**config.mk**
```make
export PLATFORM = sky130hd
export DESIGN_NAME = ff_ga_sched_flat
export DESIGN_NICKNAME = d
export VERILOG_FILES = /design/src/rtl/ff_ga_sched_pkg.sv /design/src/rtl/ff_ga_sched_if.sv /design/src/rtl/ff_ga_sched_rr_arb.sv /design/src/rtl/ff_ga_sched.sv /design/src/flat_wrapper.sv
export SDC_FILE = /design/constraint.sdc
export NUM_CORES = 2
export LEC_CHECK = 0
export CAP_MARGIN = 20
export CORE_ASPECT_RATIO = 0.5
export CORE_UTILIZATION = 58
export CTS_CLUSTER_SIZE = 28
export DETAILED_ROUTE_END_ITERATION = 8
export GPL_TIMING_DRIVEN = 1
export PLACE_DENSITY = 0.93
export SLEW_MARGIN = 20
export SYNTH_ARGS = -nofsm -noshare
export SYNTH_HDL_FRONTEND = slang
export SYNTH_HIERARCHICAL = 1
export SYNTH_SLANG_ARGS = --single-unit
```
**constraint.sdc**
```tcl
create_clock -name clk -period 3.4 [get_ports clk]
set_input_delay 0.34 -clock clk [delete_from_list [all_inputs] [get_ports clk]]
set_output_delay 0.34 -clock clk [all_outputs]
set_load 0.02 [all_outputs]
```
**src/rtl/ff_ga_sched_pkg.sv**
```systemverilog
// rtl/ff_ga_sched_pkg.sv - shared constants and types for the FF_GA command scheduler
package ff_ga_pkg;

    localparam logic [31:0] MATRIX_ADDR = 32'd0;
    localparam logic [31:0] VRT_ADDR    = 32'd1;
    localparam logic [31:0] RSLT_ADDR   = 32'd2;
    localparam logic [31:0] NOP_ADDR    = 32'd3;

    localparam int BEATS = 4;

    typedef enum logic {
        OP_LOAD_MATRIX = 1'b0,
        OP_VERTEX      = 1'b1
    } op_e;

    typedef logic [0:3][31:0] vec4_t;

    typedef enum logic [2:0] {
        S_IDLE,
        S_FILL,
        S_ISSUE,
        S_STREAM,
        S_LDEND,
        S_READ
    } state_e;

endpackage

```
**src/rtl/ff_ga_sched_if.sv**
```systemverilog
// rtl/ff_ga_sched_if.sv - requester, FF_GA and result signals of the scheduler
interface ff_ga_sched_if #(
    parameter int NREQ = 2,
    parameter int W    = 32,
    parameter int IDW  = (NREQ > 1) ? $clog2(NREQ) : 1
);
    logic [NREQ-1:0]            req_valid;
    logic [NREQ-1:0]            req_ready;
    logic [NREQ-1:0]            req_op;
    logic [NREQ-1:0][0:3][W-1:0] req_data;

    logic [31:0]                ga_addr;
    logic [0:3][W-1:0]          ga_data_in;
    logic [0:3][W-1:0]          ga_data_out;
    logic                       ga_rdy;

    logic                       res_valid;
    logic                       res_ready;
    logic [0:3][W-1:0]          res_data;
    logic [IDW-1:0]             res_id;
    logic                       res_last;

    logic                       busy;

    modport master (
        input  req_valid, req_op, req_data, ga_data_out, ga_rdy, res_ready,
        output req_ready, ga_addr, ga_data_in, res_valid, res_data, res_id, res_last, busy
    );

    modport slave (
        output req_valid, req_op, req_data, ga_data_out, ga_rdy, res_ready,
        input  req_ready, ga_addr, ga_data_in, res_valid, res_data, res_id, res_last, busy
    );
endinterface

```
**src/rtl/ff_ga_sched_rr_arb.sv**
```systemverilog
// rtl/ff_ga_sched_rr_arb.sv - round-robin arbiter; pointer moves past the winner on enabled grant
module rr_arb #(
    parameter int NREQ = 2,
    parameter int IDW  = 1
) (
    input  logic            clk,
    input  logic            rst,
    input  logic [NREQ-1:0] i_req,
    input  logic            i_en,
    output logic            o_hit,
    output logic [IDW-1:0]  o_gnt
);
    logic [IDW-1:0] r_ptr;
    logic [IDW:0]   w_idx;

    // One extra bit holds ptr+k before the modulo fold.
    always_comb begin
        o_hit = 1'b0;
        o_gnt = '0;
        w_idx = '0;
        for (int k = 0; k < NREQ; k++) begin
            w_idx = {1'b0, r_ptr} + (IDW + 1)'(k);
            if (w_idx >= (IDW + 1)'(NREQ)) begin
                w_idx = w_idx - (IDW + 1)'(NREQ);
            end
            if (!o_hit && i_req[w_idx[IDW-1:0]]) begin
                o_hit = 1'b1;
                o_gnt = w_idx[IDW-1:0];
            end
        end
    end

    always_ff @(posedge clk) begin
        if (!rst) begin
            r_ptr <= '0;
        end else if (i_en && o_hit) begin
            r_ptr <= (o_gnt == IDW'(NREQ - 1)) ? '0 : o_gnt + IDW'(1);
        end
    end
endmodule

```
**src/rtl/ff_ga_sched.sv**
```systemverilog
// rtl/ff_ga_sched.sv - round-robin command scheduler sharing one FF_GA between requesters
module ff_ga_sched
    import ff_ga_pkg::*;
#(
    parameter int NREQ = 2,
    parameter int W    = 32
) (
    input  logic          clk,
    input  logic          rst,
    ff_ga_sched_if.master bus
);
    localparam int IDW = (NREQ > 1) ? $clog2(NREQ) : 1;

    state_e                  r_state;
    state_e                  w_next;
    logic [IDW-1:0]          r_gnt;
    op_e                     r_op;
    logic [1:0]              r_bcnt;
    logic [2:0]              r_scnt;
    logic [1:0]              r_rcnt;
    logic [1:0]              r_rbeat;
    logic                    r_res_full;
    logic [IDW-1:0]          r_res_id;
    logic [0:3][0:3][W-1:0]  r_in_buf;
    logic [0:3][0:3][W-1:0]  r_res_buf;

    logic                    w_arb_en;
    logic                    w_hit;
    logic [IDW-1:0]          w_gnt;
    logic                    w_accept;
    logic                    w_issue;
    logic                    w_res_fire;

    assign w_arb_en   = (r_state == S_IDLE);
    assign w_accept   = (r_state == S_FILL) && bus.req_valid[r_gnt];
    // A vertex may only start once its results have somewhere to land.
    assign w_issue    = (r_state == S_ISSUE) && bus.ga_rdy &&
                        ((r_op == OP_LOAD_MATRIX) || !r_res_full);
    assign w_res_fire = r_res_full && bus.res_ready;

    rr_arb #(
        .NREQ (NREQ),
        .IDW  (IDW)
    ) u_arb (
        .clk   (clk),
        .rst   (rst),
        .i_req (bus.req_valid),
        .i_en  (w_arb_en),
        .o_hit (w_hit),
        .o_gnt (w_gnt)
    );

    always_ff @(posedge clk) begin
        if (!rst) begin
            r_state <= S_IDLE;
        end else begin
            r_state <= w_next;
        end
    end

    always_comb begin
        w_next = r_state;
        case (r_state)
            S_IDLE:   if (w_hit) w_next = S_FILL;
            S_FILL:   if (w_accept && (r_bcnt == 2'(BEATS - 1))) w_next = S_ISSUE;
            S_ISSUE:  if (w_issue) w_next = S_STREAM;
            S_STREAM: if (r_scnt == 3'd3) w_next = (r_op == OP_VERTEX) ? S_READ : S_LDEND;
            S_LDEND:  w_next = S_IDLE;
            S_READ:   if (r_rcnt == 2'd3) w_next = S_IDLE;
            default:  w_next = S_IDLE;
        endcase
    end

    always_ff @(posedge clk) begin
        if (!rst) begin
            r_gnt      <= '0;
            r_op       <= OP_LOAD_MATRIX;
            r_bcnt     <= '0;
            r_scnt     <= '0;
            r_rcnt     <= '0;
            r_rbeat    <= '0;
            r_res_full <= 1'b0;
            r_res_id   <= '0;
            r_in_buf   <= '0;
            r_res_buf  <= '0;
        end else begin
            case (r_state)
                S_IDLE: begin
                    if (w_hit) begin
                        r_gnt  <= w_gnt;
                        r_op   <= op_e'(bus.req_op[w_gnt]);
                        r_bcnt <= '0;
                    end
                end
                S_FILL: begin
                    if (w_accept) begin
                        r_in_buf[r_bcnt] <= bus.req_data[r_gnt];
                        r_bcnt           <= r_bcnt + 2'd1;
                    end
                end
                S_ISSUE: begin
                    if (w_issue) begin
                        r_scnt <= '0;
                        r_rcnt <= '0;
                    end
                end
                S_STREAM: r_scnt <= r_scnt + 3'd1;
                S_READ: begin
                    r_res_buf[r_rcnt] <= bus.ga_data_out;
                    r_rcnt            <= r_rcnt + 2'd1;
                    if (r_rcnt == 2'd3) begin
                        r_res_full <= 1'b1;
                        r_res_id   <= r_gnt;
                        r_rbeat    <= '0;
                    end
                end
                default: ;
            endcase
            // READ never overlaps a drain: issue required an empty buffer.
            if (w_res_fire) begin
                r_rbeat <= r_rbeat + 2'd1;
                if (r_rbeat == 2'd3) begin
                    r_res_full <= 1'b0;
                end
            end
        end
    end

    always_comb begin
        bus.req_ready  = '0;
        bus.ga_addr    = NOP_ADDR;
        bus.ga_data_in = '0;
        case (r_state)
            S_FILL:  bus.req_ready[r_gnt] = 1'b1;
            S_ISSUE: begin
                if (w_issue) begin
                    bus.ga_addr = (r_op == OP_VERTEX) ? VRT_ADDR : MATRIX_ADDR;
                end
            end
            S_STREAM: begin
                bus.ga_data_in = r_in_buf[r_scnt[1:0]];
                if ((r_op == OP_VERTEX) && (r_scnt == 3'd3)) begin
                    bus.ga_addr = RSLT_ADDR;
                end
            end
            default: ;
        endcase
        bus.res_valid = r_res_full;
        bus.res_data  = r_res_buf[r_rbeat];
        bus.res_id    = r_res_id;
        bus.res_last  = r_res_full && (r_rbeat == 2'd3);
        bus.busy      = (r_state != S_IDLE) || r_res_full;
    end
endmodule

```
**src/flat_wrapper.sv**
```systemverilog
// flat-port wrapper written by rule: the top's interface ports become plain ports
module ff_ga_sched_flat import ff_ga_pkg::*;
#(
    parameter int NREQ = 2,
    parameter int W    = 32
)
  (clk, rst, bus_req_valid, bus_req_op, bus_req_data, bus_ga_data_out, bus_ga_rdy, bus_res_ready, bus_req_ready, bus_ga_addr, bus_ga_data_in, bus_res_valid, bus_res_data, bus_res_id, bus_res_last, bus_busy);
  ff_ga_sched_if #(.NREQ(NREQ), .W(W)) bus_i ();
  input  logic clk;
  input  logic rst;
  input wire logic [$bits(bus_i.req_valid)-1:0] bus_req_valid;
  input wire logic [$bits(bus_i.req_op)-1:0] bus_req_op;
  input wire logic [$bits(bus_i.req_data)-1:0] bus_req_data;
  input wire logic [$bits(bus_i.ga_data_out)-1:0] bus_ga_data_out;
  input wire logic [$bits(bus_i.ga_rdy)-1:0] bus_ga_rdy;
  input wire logic [$bits(bus_i.res_ready)-1:0] bus_res_ready;
  output wire logic [$bits(bus_i.req_ready)-1:0] bus_req_ready;
  output wire logic [$bits(bus_i.ga_addr)-1:0] bus_ga_addr;
  output wire logic [$bits(bus_i.ga_data_in)-1:0] bus_ga_data_in;
  output wire logic [$bits(bus_i.res_valid)-1:0] bus_res_valid;
  output wire logic [$bits(bus_i.res_data)-1:0] bus_res_data;
  output wire logic [$bits(bus_i.res_id)-1:0] bus_res_id;
  output wire logic [$bits(bus_i.res_last)-1:0] bus_res_last;
  output wire logic [$bits(bus_i.busy)-1:0] bus_busy;
  assign bus_i.req_valid = bus_req_valid;
  assign bus_i.req_op = bus_req_op;
  assign bus_i.req_data = bus_req_data;
  assign bus_i.ga_data_out = bus_ga_data_out;
  assign bus_i.ga_rdy = bus_ga_rdy;
  assign bus_i.res_ready = bus_res_ready;
  assign bus_req_ready = bus_i.req_ready;
  assign bus_ga_addr = bus_i.ga_addr;
  assign bus_ga_data_in = bus_i.ga_data_in;
  assign bus_res_valid = bus_i.res_valid;
  assign bus_res_data = bus_i.res_data;
  assign bus_res_id = bus_i.res_id;
  assign bus_res_last = bus_i.res_last;
  assign bus_busy = bus_i.busy;
  ff_ga_sched #(.NREQ(NREQ), .W(W)) u_core (.clk(clk), .rst(rst), .bus(bus_i));
endmodule
```
---- Word level (Yosys, flattened, before mapping) ----
Index checks and enable logic that the tools add are counted.
word-level totals
  register bits after elaboration ......... 1041
  output and inout bits ................... 294
  word-level logic and storage cells ...... 171
operators by class
  $add $sub $neg .......................... 8
  magnitude comparators ................... 13
  eq/ne operators ......................... 14
  mux-type cells .......................... 58
  bitwise gates (word level) .............. 5
  reduce and logical (&&, ||, !) cells .... 31
operators by type and width
  kind                   number
  $mux W128              9
  $bwmux W512            2
  $bmux W128 S2          2
  $demux W128 S2         2
  $pmux W32 S2           1
  $mux W32               1
  $mux W1                23
  $mux W3                6
  $pmux W3 S5            1
  $mux W2                7
  $ge A3 B3 Y1 const B   4
  $logic_and A1 B1 Y1    12
  $not A2 Y3             4
  $reduce_and A2 Y1      6
  $ne A2 B1 Y1 const B   5
  $reduce_bool A2 Y1     5
  $eq A3 B2 Y1 const B   3
  $lt A1 B2 Y1 const B   4
  $pmux W2 S2            2
  $add A2 B1 Y2 const B  3
  $eq A2 B2 Y1 const B   3
  $lt A3 B1 Y1 const B   2
  $pmux W3 S2            1
  $reduce_and A5 Y1      1
  17 further kinds       20

---- Logic depth before layout (Yosys ltp) ----
  depth after elaboration ................. 10
  gate-level depth with buffers ........... 9
  mapped depth without buffers ............ 6

---- Cells and area by module ----
Netlist, hierarchy kept.
by module, submodules not included
  module       instances  cells each  area an instance (sq um)  seq. area each (sq um)
  ff_ga_sched  1          4684        43997.2                   20820.0
  rr_arb       1          7           60.1                      20.0

---- Worst setup path before layout ----
No wires, ideal clock.
  path type ............................... reg2out
  start point ............................. register u_core.r_scnt[0]
  end point ............................... output bus_ga_data_in[10]
  arrival ................................. 1760 ps
  data required time ...................... 3060 ps
  slack ................................... 1300 ps
  stages on the path, launching flop included .. 5
  path buffers ............................ 2
  cells stage by stage .................... dfxtp_1 -> clkbuf_1 -> buf_1 -> mux4_2 -> and2_1
between the ends
  word-level cells in the longest chain between the ends .. 5
ends and longest elaborated chain
  item                                          line                source
  from (decl)                                   ff_ga_sched.sv:19   logic [2:0] r_scnt;
  from (signal assigned)                        ff_ga_sched.sv:107  S_STREAM: r_scnt <= r_scnt + 3'd1;
  $not A2 Y3 (not written as such)              ff_ga_sched.sv:141  bus.ga_data_in = r_in_buf[r_scnt[1:0]];
  $bmux W128 S2                                 ff_ga_sched.sv:141
  $mux W128 (not written as such) (2 in a row)  ff_ga_sched.sv:141
  $mux W128                                     ff_ga_sched.sv:133  case (r_state)
  to (decl)                                     flat_wrapper.sv:19  output wire logic [$bits(bus_i.ga_data_in)-1:0] bus_ga_data_in;
No other way between the ends. The select of a mux whose other input is x is not followed.

---- Worst setup path after layout ----
  start point ............................. register u_core.r_scnt[1]
  end point ............................... output bus_ga_data_in[55]
Same word-level chain as after synthesis.

==> run_results.csv <==
group,metric,value,unit
die,die_w,391.8,um
finish,nNetsFinal,5485,
global_routing,grt_pass1_vias,39180,
global_routing,grt_pass1_wl,210600,um
min_path,min_delay_path_depth,3,
synthesis,synth_area_leader_cell,"dfxtp_1",
setup_path,critPathMaxStageDelay,0.58,ns
pwr,ir_drop,0.4472,mV
min_path,min_path_type,"primary input to register",
timing,tightest_slew,0.9740,ns
clock_network,htree_levels,3,
clock_network,clk_path_buf_depth,3,
timing,setup_viol,0,
status,outcome,"complete, but fails checks",
setup_path,end_kind,"output port",
global_routing,grt.total_usage,0.3426,
global_routing,met3_usage,0.08056,
die,rows,71,
pwr,total_power,26160,uW
timing,fmax,302.5,MHz
synthesis,syn_avg_cell_area,9.392,um2
setup_path,cp_slowest_cell,"clkdlybuf4s50_1",
clock_network,numCtsBuffers,88,
route,viasPerCell,6.284,
timing,slew_headroom,0.3321,
setup_path,worstPathMaxFanout,46,
global_routing,antenna_found_initial,23,
route,ant_nets,0,
place,place_hpwl,80640,um
place,portBuffers,655,
timing,finalHoldViolations,0,
route,wire_per_inst,22.04,um
die,start_util,0.5862,
synthesis,seq_area_frac_synth,0.4730,
pwr,cellPowerDensity,481.6,nW/um2
setup_path,crit_arrival,2.97,ns
synthesis,async_flop_share,0,
die,fp.dieArea,77130,um2
place,gp_congestion,0.8841,
timing,period_share,0.9722,
synthesis,synth_cells,4691,
finish,drive_gt1_frac,0.09759,
synthesis,synth_cell_type_count,42,
timing,worst_clock_skew,0.03490,ns
setup_path,critPathBufInv,2,
route,drt_first_iter_violations,4146,
route,drt-pass1-iter-count,9,
clock_network,post_cts_buffers,0,
finish,final_area,54330,um2
clock_network,path_clk_slew,0.07,ns
synthesis,yosysMostFrequentCell,"nand2_1",
global_routing,use_met2,0.5614,
place,post-place-cells,6013,
clock_network,cts.sinks,1041,
route,drt-total-wl,136700,um
timing,layout_min_cycle_time,3.305,ns
synthesis,synth_area_leaders,"dfxtp_1 (47%), mux4_2 (13%), nand2_1 (9.9%)",
clock_network,hold_buffers,0,
global_routing,top_usage_layer,"met2",
synthesis,yosys_warnings,6,
global_routing,grt_max_degree,147,
synthesis,ys_seq_elements,1041,
setup_path,crit_cells,4,
synthesis,synth_edf_count,0,
route,drc,4,
synthesis,synth_common_cells,"nand2_1 (1161), dfxtp_1 (1041), a21oi_1 (501), nor2_1 (403), a211oi_1 (395)",
global_routing,met1_usage,0.3826,
timing,drv_slew,0,
timing,rsz0062_at_grt,"yes",
setup_path,cp-start-kind,"register",
setup_path,crit_family,"buffers and inverters",
global_routing,grt_overflow,0,
finish,area_growth,23.31,%
route,num_vias,38960,
setup_path,r2r_cells,6,
setup_path,crit_required,3.06,ns
timing,hold_ws,0.2453,ns
synthesis,ys.flop_type,"dfxtp_1",
place,place_area,51180,um2
setup_path,path_cells,"buf_16 -> mux4_2 -> and2_1 -> clkdlybuf4s50_1",
run,maxCapViolCount,0,
clock_network,clkLatencyLatePin,0.69,ns
pwr,p_leak,0.01873,uW
clock_network,post_cts_resized,0,
clock_network,cts_tree,"yes",
setup_path,worstSetupPathType,"register to output port",
status,violations,"DRC",
synthesis,synth_area,44060,um2
finish,instances_no_fill,6199,
synthesis,synth_top_area_share,0.4730,
die,die_y,196.9,um
die,coreArea,75150,um2
die,io_pins,686,
clock_network,root_buffer,"clkbuf_16",
-- cell type report --
type / count / area (um2)
tap: 1022 / 1279
antenna: 23 / 57.56
multi-input combinational: 3208 / 21280
fill: 4693 / 20830
sequential: 1041 / 20860
timing repair buffer: 733 / 7777
clock buffer: 130 / 2591
inverter: 10 / 45.04
clock inverter: 32 / 437.9
-- flip-flops by register name, indices dropped and copies added (netlist names), named ones only --
name and flops:
u_core/bus.res_id 1, u_core/bus.res_valid 1, u_core/r_bcnt 2, u_core/r_gnt 1, u_core/r_in_buf 512, u_core/r_op 1, u_core/r_rbeat 2, u_core/r_rcnt 2
u_core/r_res_buf 512, u_core/r_scnt 3, u_core/r_state 3
-- final timing paths --
path,endpoint,start,slack (ns)
worst max-delay path,bus_ga_data_in[55],u_core/r_scnt[1],0.09
worst min-delay path,u_core/r_res_buf[120],rst,0.25
worst max register to register,u_core/r_in_buf[161],u_core/r_state[0],0.63
worst min register to register,u_core/r_res_buf[173],u_core/r_res_buf[173],0.45
-- report_power, final --
group / switching [uW] / leakage (uW) / total, uW / internal, uW
clock network: 4750 / 0.00148 / 10700 / 5940
logic: 1410 / 0.00884 / 2670 / 1260
registers: 239 / 0.00840 / 12800 / 12600
total: 6400 / 0.0187 / 26200 / 19800
-- kinds of logic (layout without fill, tap and decap cells) --
kind of cell | Yosys count | after routing | share of synthesized area
muxes | 387 | 387 | 0.1609
adders and majority gates | 11 | 11 | 0.003124
DFF | 1041 | 1041 | 0.4730
and+or+nand+nor | 1731 | 1732 | 0.1581
buffers and inverters | 472 | 905 | 0.04794
other | 1 | 53 | 0.00008512
AOI/OAI and AO/OA | 1048 | 1048 | 0.1568
-- per-layer routing --
metal	vias up	share of wire
met5	-	0.00016
met4	4	0.087
met3	747	0.086
met2	2383	0.48
met1	18710	0.35
li1	17120	-
-- worst reg2reg max path, cell delays in order (launching register included) --
cell and delay [ns]:
dfxtp_2 0.49, or3b_1 0.65, nor3b_4 0.31, buf_12 0.25
buf_4 0.51, nor2_1 0.08, a211oi_1 0.36
-- cells in the final DEF, fill, tap and decap left out, types with 3 or more instances in the layout --
master / synthesis / final
a211oi_1: 395 / 395
a21boi_0: 23 / 23
a21oi_1: 501 / 501
and2_1: 134 / 130
and2_4: 0 / 4
and3b_1: 3 / 3
buf_12: 0 / 44
buf_16: 0 / 3
buf_4: 46 / 32
bufinv_16: 0 / 8
clkbuf_1: 263 / 20
clkbuf_16: 0 / 89
clkbuf_8: 0 / 21
clkdlybuf4s50_1: 0 / 643
clkinv_2: 0 / 13
clkinvlp_4: 0 / 5
conb_1: 1 / 30
dfxtp_1: 1041 / 1034
dfxtp_4: 0 / 5
diode_2: 0 / 23
dlymetal6s2s_1: 0 / 11
ha_1: 11 / 11
inv_1: 9 / 9
inv_6: 0 / 4
mux2i_1: 130 / 130
mux4_2: 256 / 256
nand2_1: 1161 / 1157
nand2_4: 0 / 4
nand3_1: 9 / 9
nor2_1: 403 / 403
nor3b_4: 2 / 3
o211a_1: 119 / 119
-- metrics by stage --
| step | util | setup WS [ns] | setup TNS (ns) |
|---|---|---|---|
| 6_report | 0.7229 | 0.09452 | 0 |
| 5_1_grt | 0.7228 | -0.05254 | -0.08311 |
| 4_1_cts | 0.7213 | 0.02151 | 0 |
| 3_5_place_dp | 0.6810 | 0.7472 | 0 |
| 3_3_place_gp | 0.6810 | 0.7852 | 0 |
| 2_1_floorplan | - | 1.300 | 0 |
Power figures use the tool's default switching activity.
